File: config.mk
export PLATFORM = sky130hd
export DESIGN_NAME = seq_scan_ctrl
export DESIGN_NICKNAME = d
export VERILOG_FILES = /design/src/rtl/seq_scan_pkg.sv /design/src/rtl/seq_scan_ctrl_det.sv /design/src/rtl/seq_scan_ctrl.sv
export SDC_FILE = /design/constraint.sdc
export NUM_CORES = 1
export LEC_CHECK = 0
export CAP_MARGIN = 25
export CORE_MARGIN = 3
export CORE_UTILIZATION = 30
export CTS_BUF_LIST = sky130_fd_sc_hd__clkbuf_16
export CTS_CLUSTER_DIAMETER = 200
export CTS_CLUSTER_SIZE = 40
export DETAILED_ROUTE_END_ITERATION = 10
export PLACE_DENSITY = 0.55
export SLEW_MARGIN = 10
export SYNTH_ARGS = -nofsm -noshare
export SYNTH_HDL_FRONTEND = slang
export SYNTH_SLANG_ARGS = --single-unit
File: constraint.sdc
create_clock -name CLK -period 1.7 [get_ports CLK]
set_clock_uncertainty 0.15 [all_clocks]
set_input_delay 0.34 -clock CLK [delete_from_list [all_inputs] [get_ports CLK]]
set_output_delay 0.34 -clock CLK [all_outputs]
set_load 0.03 [all_outputs]
File: src/rtl/seq_scan_pkg.sv
// Shared encodings, defaults and detector next-state helper for the seq_scan controller.
package seq_scan_pkg;

    localparam logic [1:0] ST_IDLE  = 2'd0;
    localparam logic [1:0] ST_SHIFT = 2'd1;
    localparam logic [1:0] ST_FLUSH = 2'd2;
    localparam logic [1:0] ST_DONE  = 2'd3;

    localparam logic [1:0] DET_A = 2'b00;
    localparam logic [1:0] DET_B = 2'b01;
    localparam logic [1:0] DET_C = 2'b10;

    localparam int unsigned DEF_DATA_W = 8;
    localparam int unsigned DEF_CNT_W  = 4;

    // "1-0-0" detector transition; the unused encoding recovers to A.
    function automatic logic [1:0] det_next(input logic [1:0] s, input logic in1);
        logic [1:0] n;
        n = DET_A;
        case (s)
            DET_A:   n = in1 ? DET_B : DET_A;
            DET_B:   n = in1 ? DET_B : DET_C;
            DET_C:   n = in1 ? DET_C : DET_A;
            default: n = DET_A;
        endcase
        return n;
    endfunction

endpackage

File: src/rtl/seq_scan_ctrl_det.sv
// seq_det_100: registered Mealy "1-0-0" detector with clock enable and sync reset.
module seq_det_100
    import seq_scan_pkg::*;
(
    input  logic CLK,
    input  logic RST,
    input  logic En,
    input  logic In1,
    output logic Out1
);

    logic [1:0] state_q;
    logic       out1_q;

    // Out1 is a one-cycle pulse tied to an enabled C->A transition.
    always_ff @(posedge CLK) begin
        if (RST) begin
            state_q <= DET_A;
            out1_q  <= 1'b0;
        end else if (En) begin
            state_q <= det_next(state_q, In1);
            out1_q  <= (state_q == DET_C) && !In1;
        end else begin
            out1_q  <= 1'b0;
        end
    end

    assign Out1 = out1_q;

endmodule

File: src/rtl/seq_scan_ctrl.sv
// Word-to-serial scan controller around seq_det_100 with saturating hit count.
// Define SEQ_SCAN_CONT_EN to keep detector state across words.
module seq_scan_ctrl
    import seq_scan_pkg::*;
#(
    parameter int unsigned DATA_W = DEF_DATA_W,
    parameter int unsigned CNT_W  = DEF_CNT_W
) (
    input  logic              CLK,
    input  logic              RST,
    input  logic              Start,
    input  logic [DATA_W-1:0] DataIn,
    output logic              Busy,
    output logic              Done,
    output logic              Match,
    output logic [CNT_W-1:0]  MatchCnt
);

    localparam int unsigned IDX_W = $clog2(DATA_W);

    logic [1:0]        state_q, state_d;
    logic [DATA_W-1:0] shreg_q, shreg_d;
    logic [IDX_W-1:0]  idx_q, idx_d;
    logic [CNT_W-1:0]  cnt_q, cnt_d;
    logic              start_acc, det_en, det_in, det_rst, det_out;

    assign start_acc = (state_q == ST_IDLE) && Start;
    assign det_en    = (state_q == ST_SHIFT);
    assign det_in    = det_en ? shreg_q[DATA_W-1] : 1'b0;
    assign Busy      = (state_q == ST_SHIFT) || (state_q == ST_FLUSH);
    assign Done      = (state_q == ST_DONE);
    assign Match     = det_out && Busy;
    assign MatchCnt  = cnt_q;

`ifdef SEQ_SCAN_CONT_EN
    assign det_rst = RST;
`else
    assign det_rst = RST | start_acc;
`endif

    seq_det_100 u_det (
        .CLK  (CLK),
        .RST  (det_rst),
        .En   (det_en),
        .In1  (det_in),
        .Out1 (det_out)
    );

    always_comb begin
        state_d = state_q;
        shreg_d = shreg_q;
        idx_d   = idx_q;
        cnt_d   = cnt_q;
        // The count samples Out1 of the previous bit, so FLUSH is needed for the last one.
        if (Match && (cnt_q != '1)) begin
            cnt_d = cnt_q + 1'b1;
        end
        case (state_q)
            ST_IDLE: begin
                if (Start) begin
                    shreg_d = DataIn;
                    idx_d   = IDX_W'(DATA_W - 1);
                    cnt_d   = '0;
                    state_d = ST_SHIFT;
                end
            end
            ST_SHIFT: begin
                shreg_d = {shreg_q[DATA_W-2:0], 1'b0};
                idx_d   = idx_q - 1'b1;
                if (idx_q == '0) begin
                    state_d = ST_FLUSH;
                end
            end
            ST_FLUSH: state_d = ST_DONE;
            default:  state_d = ST_IDLE;
        endcase
    end

    always_ff @(posedge CLK) begin
        if (RST) begin
            state_q <= ST_IDLE;
            shreg_q <= '0;
            idx_q   <= '0;
            cnt_q   <= '0;
        end else begin
            state_q <= state_d;
            shreg_q <= shreg_d;
            idx_q   <= idx_d;
            cnt_q   <= cnt_d;
        end
    end

endmodule

==> summary.txt <==
Status
  – Outcome: finished with violations
  – Failing checks: setup timing

Worst setup path
  – WP data required: 1210 ps
  – Startpoint Class: flip-flop
  – CP arrival: 1210 ps
  – Worst setup path endpoint: Match
  – FF-to-FF path depth: 5
  – Worst R2R Start: state_q[0]$_SDFFE_PP0P_
  – CP Capture Type: primary output
  – Worst R2R Setup Slack: 90 ps
  – Worst R2R End: state_q[0]$_SDFFE_PP0P_
  – Crit-path max FO: 7
  – Crit. Startpoint: state_q[0]$_SDFFE_PP0P_
  – Setup CP Type: flip-flop to primary output

Place
  – IO buf count: 17
  – Dpl cells: 176
  – GPL Wtd Cong: 0.7365
  – Setup WS pre-CTS: -125.2 ps
  – DP HPWL: 1545 um

Layout
  – Commonest non-fill, non-tap cell in the layout: dfxtp_1
  – Area Overhead vs Synth: 40.43%
  – Layout cells sized above 1: 21.74%
  – Most frequent cells in the layout: dfxtp_1, buf_4, nor2_1, a211oi_1, clkdlybuf4s50_1
  – Final std cells w/o fill: 182
  – ANT cells: 0
  – Fillcell total: 319
  – Final #Nets: 158

Timing
  – Final Hold Fails: 0
  – Max-slew headroom: 79.84%
  – Final Max Tran Viols: 0
  – Worst-margin pin slew: 303.6 ps
  – Fin worst setup slack: -2.144 ps
  – FMAX: 0.5875 GHz
  – Final setup viols: 1
  – Worst Hold Slack: 320.8 ps
  – Tcrit/Tclk final: 100.1%
  – Minimum clock period: 1702 ps
  – RSZ-0062 raised after global routing: true

Run
  – MaxCap Viol Count: 0

Global route
  – Vias in the first global route: 821
  – Antenna violations before repair: 0
  – Largest net degree at the start of global routing: 18
  – First-pass GRT wire length: 3532 um
  – Total gr overflow: 0
  – GRT Total Usage: 11.40%

Min path
  – Hold Path Class: flip-flop to flip-flop

Power and ir drop
  – Worst VDD drop: 0.0007147 V
  – Switching pwr: 0.0008358 W
  – Clock power frac: 21.0%
  – P_int: 0.001491 W
  – Pwr/cell area: 1668 nW/um2
  – Combinational power share: 49.4%
  – Sw Ratio: 35.91%
  – Sequential power share: 29.6%
  – Total leakage power: 0.5811 nW

Route
  – Routed vias/inst: 4.780
  – Total number of vias: 870
  – DRC Markers: 0
  – Initial DRC count: 29
  – Routed Antenna Nets: 0
  – Wire length per cell: 11.92 um
  – Initial DRT Pass Iterations: 3
  – Final WL: 2169 um

Synth
  – Syn avg cell area: 9.199 um2
  – Syn nets: 127
  – Netlist cell types: 30
  – Number of synthesized flops with an enable pin: 0
  – Post-synthesis sequential area ratio: 40.30%
  – Dominant synthesized flop cell: dfxtp_1
  – Synthesized area: 993.5 um2
  – YS warnings: 0
  – Mapped Cells: 108
  – FF+latch count, synth: 20
  – FFs w/ async S/R, synth: 0%

Die
  – Initial core utilization: 32.02%
  – Die Y: 63.55 um
  – DIE AREA: 4038 um2
  – Die extent in x: 63.55 um
  – Area of the core: 3103 um2
  – Row count: 20
  – Io pins: 18

CTS
  – CTS tree: done
  – Sink Count: 20
  – Reg clk slew, reported paths: 50 ps
  – # H-tree levels: 1
  – Clock root cell: clkbuf_16
  – Clk_lat worst skew: 250 ps
  – Clk buf depth: 2
  – TritonCTS Buffers: 3
[worst min path at each step]
stage | start | endpoint | cells past startpoint
2_1_floorplan | RST | idx_q[0]$_SDFFE_PP0P_ | 1
3_3_place_gp | idx_q[0]$_SDFFE_PP0P_ | idx_q[0]$_SDFFE_PP0P_ | 1
3_5_place_dp | idx_q[0]$_SDFFE_PP0P_ | idx_q[0]$_SDFFE_PP0P_ | 1
4_1_cts | idx_q[0]$_SDFFE_PP0P_ | idx_q[0]$_SDFFE_PP0P_ | 1
5_1_grt | idx_q[0]$_SDFFE_PP0P_ | idx_q[0]$_SDFFE_PP0P_ | 1
6_report | idx_q[0]$_SDFFE_PP0P_ | idx_q[0]$_SDFFE_PP0P_ | 1
[Yosys cell counts (2+ instances only)]
cell type / n / share of area (%)
dfxtp_1: 20 / 40
nor2_1: 13 / 4.9
a211oi_1: 11 / 8.3
a21oi_1: 8 / 4.0
ha_1: 8 / 10
inv_1: 7 / 2.6
mux2i_1: 7 / 7.1
o21ai_0: 5 / 2.5
nand2_1: 4 / 1.5
nor3_1: 3 / 1.5
buf_2: 2 / 1.0
nor2b_1: 2 / 1.3
[area by class of cell]
| cell class | instances | area, um2 | share of cell area [%] |
|---|---|---|---|
| multi-input cells | 78 | 575.6 | 41.26 |
| flip-flops and latches | 20 | 405.4 | 29.06 |
| repair buffers | 29 | 251.5 | 18.03 |
| clock buffers | 3 | 75.07 | 5.381 |
| well taps | 44 | 55.05 | 3.946 |
| inverters | 7 | 28.78 | 2.063 |
| clock inverters | 1 | 3.754 | 0.2691 |
[kinds of logic (layout without fill, tap and decap cells)]
logic type / Yosys count / after routing / share of synthesized area [%]
flops: 20 / 20 / 40.30
buf+inv: 11 / 40 / 5.164
simple gates: 33 / 33 / 17.76
compound gates: 28 / 28 / 18.14
fa+ha+maj: 8 / 8 / 10.08
mux: 8 / 9 / 8.564
[what timing repair did]
item,4_1_cts,5_1_grt
endpoints found under the setup margin,8,10
pin swaps,1,0
resized for setup,10,3
cloned,0,1
hold buffers,0,0
setup buffers,0,1
[power by group through the flow]
stage	logic, W	registers [W]	clock network [W]
after floorplan	0.000783	0.000673	0
after global placement	0.00104	0.000678	0
after detailed placement	0.00106	0.000687	0
after CTS	0.00110	0.000689	0.000501
after global routing	0.00128	0.000712	0.000526
final	0.00115	0.000688	0.000489
[flip-flops by register name, indices dropped and copies added (netlist names)]
| register | flops |
|---|---|
| idx_q | 3 |
| u_det.Out1 | 1 |
| state_q | 2 |
| MatchCnt | 4 |
| u_det.state_q | 2 |
| shreg_q | 8 |
[layer usage]
metal | track usage [%] | vias up | wire length [um]
li1 | - | 454 | -
met1 | 12.47 | 401 | 1025
met3 | 3.743 | 5 | 81
met2 | 19.17 | 10 | 1013
met4 | 6.469 | 0 | 48
met5 | 0 | - | 0
[worst max-delay path, cell delays in order (launching register included)]
cell and delay (ps):
dfxtp_4 360, inv_2 50, ha_4 280, nand2_4 80, inv_4 70, buf_6 120
[per-stage QoR]
step	instance area, um2	power (W)	utilization [%]	setup TNS, ps
final	1395	0.002327	44.96	-2.144
after global routing	1395	0.002518	44.96	-62.79
after CTS	1370	0.002285	44.15	-30.87
after detailed placement	1281	0.001747	41.29	-216.3
after global placement	1281	0.001715	41.29	-109.8
after floorplan	1006	0.001456	-	0
No activity file was read; power rests on OpenSTA's default activity.
